`config.mk`:
```
export PLATFORM = sky130hd
export DESIGN_NAME = id_ex_hazard_ctrl_flat
export DESIGN_NICKNAME = d
export VERILOG_FILES = /design/src/rtl/id_ex_hazard_ctrl_if.sv /design/src/rtl/id_ex_hazard_ctrl.sv /design/src/flat_wrapper.sv
export SDC_FILE = /design/constraint.sdc
export NUM_CORES = 1
export LEC_CHECK = 0
export CAP_MARGIN = 40
export CORE_MARGIN = 1
export CORE_UTILIZATION = 30
export DETAILED_ROUTE_END_ITERATION = 8
export PLACE_DENSITY = 0.72
export SYNTH_ARGS = -nofsm -noshare
export SYNTH_HDL_FRONTEND = slang
export SYNTH_SLANG_ARGS = --single-unit
```
`constraint.sdc`:
```
create_clock -name i_clk -period 1.7 [get_ports i_clk]
set_clock_uncertainty 0.2 [all_clocks]
set_input_delay 0.255 -clock i_clk [delete_from_list [all_inputs] [get_ports i_clk]]
set_output_delay 0.255 -clock i_clk [all_outputs]
set_load 0.02 [all_outputs]
```
`src/rtl/id_ex_hazard_ctrl_if.sv`:
```
// id_ex_hazard_ctrl_if: decode/execute hazard signals; HAZ_STALL_CNT_EN adds the stall/flush counters
interface id_ex_hazard_ctrl_if;
  logic [4:0] i_ifid_rs, i_ifid_rt, i_idex_rt;
  logic i_ifid_uses_rt, i_idex_MemRead, i_mdu_start, i_branch_taken;
  logic o_PCWrite, o_IFIDWrite, o_IDEXWrite, o_IDEX_bubble, o_IFID_flush;
  logic [1:0] o_state;
`ifdef HAZ_STALL_CNT_EN
  logic [31:0] o_stall_cycles;
  logic [15:0] o_flush_count;
  modport master (
    output i_ifid_rs, i_ifid_rt, i_idex_rt, i_ifid_uses_rt, i_idex_MemRead, i_mdu_start, i_branch_taken,
    input o_PCWrite, o_IFIDWrite, o_IDEXWrite, o_IDEX_bubble, o_IFID_flush, o_state, o_stall_cycles, o_flush_count
  );
  modport slave (
    input i_ifid_rs, i_ifid_rt, i_idex_rt, i_ifid_uses_rt, i_idex_MemRead, i_mdu_start, i_branch_taken,
    output o_PCWrite, o_IFIDWrite, o_IDEXWrite, o_IDEX_bubble, o_IFID_flush, o_state, o_stall_cycles, o_flush_count
  );
`else
  modport master (
    output i_ifid_rs, i_ifid_rt, i_idex_rt, i_ifid_uses_rt, i_idex_MemRead, i_mdu_start, i_branch_taken,
    input o_PCWrite, o_IFIDWrite, o_IDEXWrite, o_IDEX_bubble, o_IFID_flush, o_state
  );
  modport slave (
    input i_ifid_rs, i_ifid_rt, i_idex_rt, i_ifid_uses_rt, i_idex_MemRead, i_mdu_start, i_branch_taken,
    output o_PCWrite, o_IFIDWrite, o_IDEXWrite, o_IDEX_bubble, o_IFID_flush, o_state
  );
`endif
endinterface

```
`src/rtl/id_ex_hazard_ctrl.sv`:
```
// id_ex_hazard_ctrl: load-use / MDU stall and branch flush control for ID/EX; HAZ_STALL_CNT_EN adds counters
module id_ex_hazard_ctrl #(
  parameter int MDU_LATENCY = 4
) (
  input logic i_clk,
  input logic i_rst,
  id_ex_hazard_ctrl_if.slave h
);
  typedef enum logic [1:0] {RUN = 2'd0, LOAD_STALL = 2'd1, MDU_WAIT = 2'd2} state_t;
  localparam int CW = $clog2(MDU_LATENCY) + 1;
  localparam logic [CW-1:0] MDU_INIT = CW'(MDU_LATENCY - 2);
  state_t state, state_n;
  logic [CW-1:0] cnt, cnt_n;
  logic ld_use, pc_w, ifid_w, idex_w, bubble, flush;
  assign ld_use = h.i_idex_MemRead && (h.i_idex_rt != 5'd0) &&
                  ((h.i_idex_rt == h.i_ifid_rs) || (h.i_ifid_uses_rt && (h.i_idex_rt == h.i_ifid_rt)));
  always_ff @(posedge i_clk or posedge i_rst)
    if (i_rst) begin
      state <= RUN;
      cnt <= '0;
    end else begin
      state <= state_n;
      cnt <= cnt_n;
    end
  always_comb begin
    state_n = RUN;
    cnt_n = cnt;
    pc_w = 1'b1;
    ifid_w = 1'b1;
    idex_w = 1'b1;
    bubble = 1'b0;
    flush = 1'b0;
    if (state == MDU_WAIT) begin
      pc_w = 1'b0;
      ifid_w = 1'b0;
      idex_w = 1'b0;
      cnt_n = cnt - CW'(1);
      state_n = (cnt == CW'(1)) ? RUN : MDU_WAIT;
    end else if (h.i_branch_taken) begin
      flush = 1'b1;
      bubble = 1'b1;
    end else if (h.i_mdu_start) begin
      pc_w = 1'b0;
      ifid_w = 1'b0;
      idex_w = 1'b0;
      cnt_n = MDU_INIT;
      state_n = (MDU_LATENCY == 2) ? RUN : MDU_WAIT;
    end else if (ld_use) begin
      pc_w = 1'b0;
      ifid_w = 1'b0;
      bubble = 1'b1;
      state_n = LOAD_STALL;
    end
  end
  // reset overrides every input so the front end keeps fetching cleanly
  assign h.o_PCWrite = i_rst | pc_w;
  assign h.o_IFIDWrite = i_rst | ifid_w;
  assign h.o_IDEXWrite = i_rst | idex_w;
  assign h.o_IDEX_bubble = !i_rst && bubble;
  assign h.o_IFID_flush = !i_rst && flush;
  assign h.o_state = i_rst ? 2'd0 : state;
`ifdef HAZ_STALL_CNT_EN
  logic [31:0] stall_cycles;
  logic [15:0] flush_count;
  always_ff @(posedge i_clk or posedge i_rst)
    if (i_rst) begin
      stall_cycles <= '0;
      flush_count <= '0;
    end else begin
      if (!pc_w && !(&stall_cycles)) stall_cycles <= stall_cycles + 32'd1;
      if (flush && !(&flush_count)) flush_count <= flush_count + 16'd1;
    end
  assign h.o_stall_cycles = stall_cycles;
  assign h.o_flush_count = flush_count;
`endif
endmodule

```
`src/flat_wrapper.sv`:
```
// flat-port wrapper written by rule: the top's interface ports become plain ports
module id_ex_hazard_ctrl_flat 
#(
  parameter int MDU_LATENCY = 4
)
  (i_clk, i_rst, h_i_ifid_rs, h_i_ifid_rt, h_i_idex_rt, h_i_ifid_uses_rt, h_i_idex_MemRead, h_i_mdu_start, h_i_branch_taken, h_o_PCWrite, h_o_IFIDWrite, h_o_IDEXWrite, h_o_IDEX_bubble, h_o_IFID_flush, h_o_state);
  id_ex_hazard_ctrl_if h_i ();
  input logic i_clk;
  input logic i_rst;
  input wire logic [$bits(h_i.i_ifid_rs)-1:0] h_i_ifid_rs;
  input wire logic [$bits(h_i.i_ifid_rt)-1:0] h_i_ifid_rt;
  input wire logic [$bits(h_i.i_idex_rt)-1:0] h_i_idex_rt;
  input wire logic [$bits(h_i.i_ifid_uses_rt)-1:0] h_i_ifid_uses_rt;
  input wire logic [$bits(h_i.i_idex_MemRead)-1:0] h_i_idex_MemRead;
  input wire logic [$bits(h_i.i_mdu_start)-1:0] h_i_mdu_start;
  input wire logic [$bits(h_i.i_branch_taken)-1:0] h_i_branch_taken;
  output wire logic [$bits(h_i.o_PCWrite)-1:0] h_o_PCWrite;
  output wire logic [$bits(h_i.o_IFIDWrite)-1:0] h_o_IFIDWrite;
  output wire logic [$bits(h_i.o_IDEXWrite)-1:0] h_o_IDEXWrite;
  output wire logic [$bits(h_i.o_IDEX_bubble)-1:0] h_o_IDEX_bubble;
  output wire logic [$bits(h_i.o_IFID_flush)-1:0] h_o_IFID_flush;
  output wire logic [$bits(h_i.o_state)-1:0] h_o_state;
  assign h_i.i_ifid_rs = h_i_ifid_rs;
  assign h_i.i_ifid_rt = h_i_ifid_rt;
  assign h_i.i_idex_rt = h_i_idex_rt;
  assign h_i.i_ifid_uses_rt = h_i_ifid_uses_rt;
  assign h_i.i_idex_MemRead = h_i_idex_MemRead;
  assign h_i.i_mdu_start = h_i_mdu_start;
  assign h_i.i_branch_taken = h_i_branch_taken;
  assign h_o_PCWrite = h_i.o_PCWrite;
  assign h_o_IFIDWrite = h_i.o_IFIDWrite;
  assign h_o_IDEXWrite = h_i.o_IDEXWrite;
  assign h_o_IDEX_bubble = h_i.o_IDEX_bubble;
  assign h_o_IFID_flush = h_i.o_IFID_flush;
  assign h_o_state = h_i.o_state;
  id_ex_hazard_ctrl #(.MDU_LATENCY(MDU_LATENCY)) u_core (.i_clk(i_clk), .i_rst(i_rst), .h(h_i));
endmodule
```
## Word level (Yosys, flattened, before mapping)

Cells that the tools add are included.

- Memory bits (writable): 0
- Bits in latches: 0
- Register bits after elaboration: 5
- Bits in read-only memories: 0
- Bits of input ports: 21
- Memories kept: 0

- Divide/modulo/power cells: 0
- Bitwise operators: 2
- Shift operators: 0
- Add/subtract/negate cells: 1
- $mul: 0
- $lt $le $gt $ge: 0
- Muxes and demuxes: 22
- Reductions and logical operators: 10
- Equality and inequality tests: 5

Operators by type and width:

| kind | count |
|---|---|
| 1-bit 2-to-1 mux | 14 |
| 5-bit == test | 2 |
| 2-bit 2-to-1 mux | 5 |
| 3-bit 2-to-1 mux | 3 |
| 1-bit logical AND | 5 |
| 5-bit nonzero test | 1 |
| 3-bit by 1-bit == test with 1-bit output (second input constant) | 1 |
| 3-bit by 1-bit subtractor with 3-bit output (second input constant) | 1 |
| 2-bit == test (second input constant) | 1 |
| 2-bit by 1-bit inequality test with 1-bit output (second input constant) | 1 |
| 1-bit OR | 2 |
| 2-bit AND reduction | 1 |
| 2-bit nonzero test | 1 |
| 1-bit logical NOT | 1 |
| 1-bit logical OR | 1 |

## Depth between registers and ports, before layout

- Depth after elaboration: 9
- Depth in mapped cells: 5
- Depth with buffers taken out: 5

## Worst setup path before layout

OpenSTA, ideal clock, no wires.

- Kind: flip-flop to output port
- From: register u_core.state[0]
- To: output port h_o_PCWrite
- Path buffers: 1
- Cell stages (with the launch flop): 6
- Required time: 1,245 ps
- Data arrival time: 1,525 ps
- Path slack: -280 ps
- Cells stage by stage: dfrtp_1 nor2b_1 a21oi_1 or2_2 o41a_1 buf_4

- Cells in the longest elaborated chain, start to end: 3

Ends and longest elaborated chain:

| element | line | text |
|---|---|---|
| from (decl) | id_ex_hazard_ctrl.sv:12 | `state_t state, state_n;` |
| from (signal assigned) | id_ex_hazard_ctrl.sv:22 | `state <= state_n;` |
| 2-bit == test | id_ex_hazard_ctrl.sv:33 | `if (state == MDU_WAIT) begin` |
| 1-bit 2-to-1 mux | -- |  |
| 1-bit OR | -- |  |
| to (decl) | flat_wrapper.sv:17 | `output wire logic [$bits(h_i.o_PCWrite)-1:0] h_o_PCWrite;` |

Every way passes these cells.

## Worst setup path after layout

- From: register u_core.state[1]
- To: output port h_o_IDEX_bubble

- Cells in the longest elaborated chain, start to end: 3

Ends and longest elaborated chain:

| element | line | text |
|---|---|---|
| 2-bit == test | id_ex_hazard_ctrl.sv:33 |  |
| 1-bit 2-to-1 mux | id_ex_hazard_ctrl.sv:33 |  |
| 1-bit logical AND | id_ex_hazard_ctrl.sv:59 | `assign h.o_IDEX_bubble = !i_rst && bubble;` |
| to (decl) | flat_wrapper.sv:20 | `output wire logic [$bits(h_i.o_IDEX_bubble)-1:0] h_o_IDEX_bubble;` |

Every way passes these cells.

==> run metrics <==
failing checks=setup timing; Tmin final=1.97 ns; status=finished with violations; most frequent cell after synthesis=xor2_1; Final Hold Viols=0; GRT Total Usage=17.3%; buffers added on ports=27; slowest stage cell, crit path=or4_1; detailed-route via count=514; Final nets=119; maxcap violations=0; placed cell count=103; first-pass GRT wire length=1.81 mm; # fillers=116; worst setup margin=-0.266 ns; CTS Sinks=5; Clock Tree Root=clkbuf_4; top cell type's share of synthesized area=29.4%; largest net degree at the start of global routing=7; Power Density=953 nW/um2; Worst Tran Pin Value=0.207 ns; Synth top cells by count=xor2_1 (9), dfrtp_1 (5), inv_1 (5); synth top area cells=dfrtp_1 (29%), xor2_1 (19%), ha_1 (5.9%); worst slack at placement=-1.07 ns; GPL Wtd Cong=0.676; Ys Warns=0; register area=125 um2; Crit path largest cell delay=0.47 ns; Peak VDD IR=0.000449 V; LEAKAGE=0.000428 uW; ANT cells=0; normalized max-slew margin=86.1%; met2 GRT Util=33.2%; share of layout cells above drive strength 1=45.3%; fin cells=110; layer with the highest usage=met2; worst reg2reg path endpoint=u_core.state[0]; Seq cells post-synth=5; register-to-register setup slack=0.25 ns; Cell Rows=13; fin. max-slew vios=0; Setup CP Type=reg2out; Synth area leader=dfrtp_1; Final Setup Violations=5; Max Root-Sink Buffers=2; final core occ=67.0%; ys async rst share=100%; Mapped Cells=49; Core ar.=1320 um2; vias per cell=4.67; number of global-route vias before repair=487; Die X=39.7 um; CP max FO=3; die area=1570 um2; RSZ-0062 raised after global routing=yes; residual DRC count=0; number of synthesized flops with an enable pin=0; Avg Cell Area, Syn=8.68 um2; H-Tree Depth=1; ANT nets after route=0; Layout area overhead=107%; period utilization=116%; clock-pin slew on the worst setup and hold paths=0.05 ns; I/O pin count=28; Critical Path AT=1.51 ns; Worst EP required=1.24 ns; sequential share of the synthesized area=29.4%; clk_lat worst skew=0.25 ns; CTS tree=built; Synth Cell Area=425 um2; Worst Setup Start Kind=flop; f_max=0.509 GHz; R2R cell count=4; multi-input logic area=318 um2; DR WL/cell=10.5 um; total CTS buffers=3; Detailed Route WL=1.16 mm; met1 GRT Util=18.8%; cell chain of the critical path=nor2b_4, or4_1, o21bai_1, buf_4; CP Capture Type=output pin; initial antenna violation count=0; total iterations of the first detailed-routing run=3; R2R Path Start=u_core.state[1]; top_reg_cell synth=dfrtp_1; initial core utilization=32.3%; post-synth cell types=21; net count after synthesis=72; post-DP HPWL=881 um; grt met3 use=4.55%; class of the worst hold path=in2async; Die Y-Extent=39.7 um; drt first-iter violations=5; grt total ovfl=0
-- critical path, delay by kind of cell (launching register included) --
| family | cells | cell delay [ns] |
|---|---|---|
| AO/OA/AOI/OAI | 1 | 0.14 |
| buffers and inverters | 1 | 0.15 |
| AND/OR/NAND/NOR | 2 | 0.61 |
| flip-flops | 1 | 0.37 |
-- cells by family after synthesis --
group / synth area share [%]
simple gates: 22.4
fa+ha+maj: 5.88
xor+xnor: 20.6
flops: 29.4
buf+inv: 6.18
compound gates: 15.6
-- registers in the layout (all words and copies together) (netlist names) --
signal        flops
u_core.state      2
u_core.cnt        3
-- repair_timing --
| action | in CTS | in global routing |
|---|---|---|
| resized for setup | 86 | 9 |
| setup buffers | 2 | 1 |
| setup endpoints to repair | 8 | 7 |
| pin swaps | 10 | 5 |
| cloned | 0 | 0 |
| hold buffers | 0 | 0 |
-- per-layer routing --
metal	up-vias	share of wire, %
met3	0	7.6
met1	228	38
met5	-	0
met2	26	55
li1	260	-
met4	0	0
-- layout by cell type, fill, tap and decap left out, types with 3 or more instances in the layout --
cell type,instances
inv_1,5
nor2_1,3
dlygate4sd2_1,4
buf_2,6
o21ai_0,3
or4_1,3
buf_4,15
buf_6,10
dfrtp_1,5
xor2_1,7
clkbuf_4,3
clkdlybuf4s50_1,5
-- layout make-up --
type	instances	share of cell area [%]
Clock buffer	4	2.98
Inverter	5	2.13
Multi-Input combinational cell	38	36.0
Sequential cell	5	14.2
Tap cell	15	2.13
Timing Repair Buffer	43	42.6
-- report_power, final --
part / switching, uW / total [uW] / internal (uW)
Sequential: 27.5 / 194 / 166
Combinational: 218 / 506 / 288
Clock: 51.7 / 141 / 88.9
-- worst max path at each step --
stage	start	to	slack, ns	cells past startpoint
floorplan	h_i_idex_rt[4]	h_o_PCWrite	-0.25	5
global placement	h_i_idex_rt[1]	h_o_IFIDWrite	-1.04	5
detailed placement	h_i_idex_rt[1]	h_o_IFIDWrite	-1.07	5
CTS	h_i_ifid_rt[0]	h_o_IFIDWrite	-0.32	6
global route	h_i_idex_rt[2]	h_o_PCWrite	-0.36	6
finish	u_core.state[1]	h_o_IDEX_bubble	-0.27	4
-- per-stage QoR --
stage | hold WS [ns] | setup TNS, ns | instance area [um2] | power, uW
2_1_floorplan | -0.166 | -0.402 | 437 | 409
3_3_place_gp | 0.278 | -4.99 | 816 | 626
3_5_place_dp | 0.285 | -5.11 | 816 | 636
4_1_cts | 0.228 | -1.04 | 867 | 825
5_1_grt | 0.248 | -1.28 | 882 | 924
6_report | 0.225 | -0.929 | 882 | 840
(Power assumes the default switching activity.)
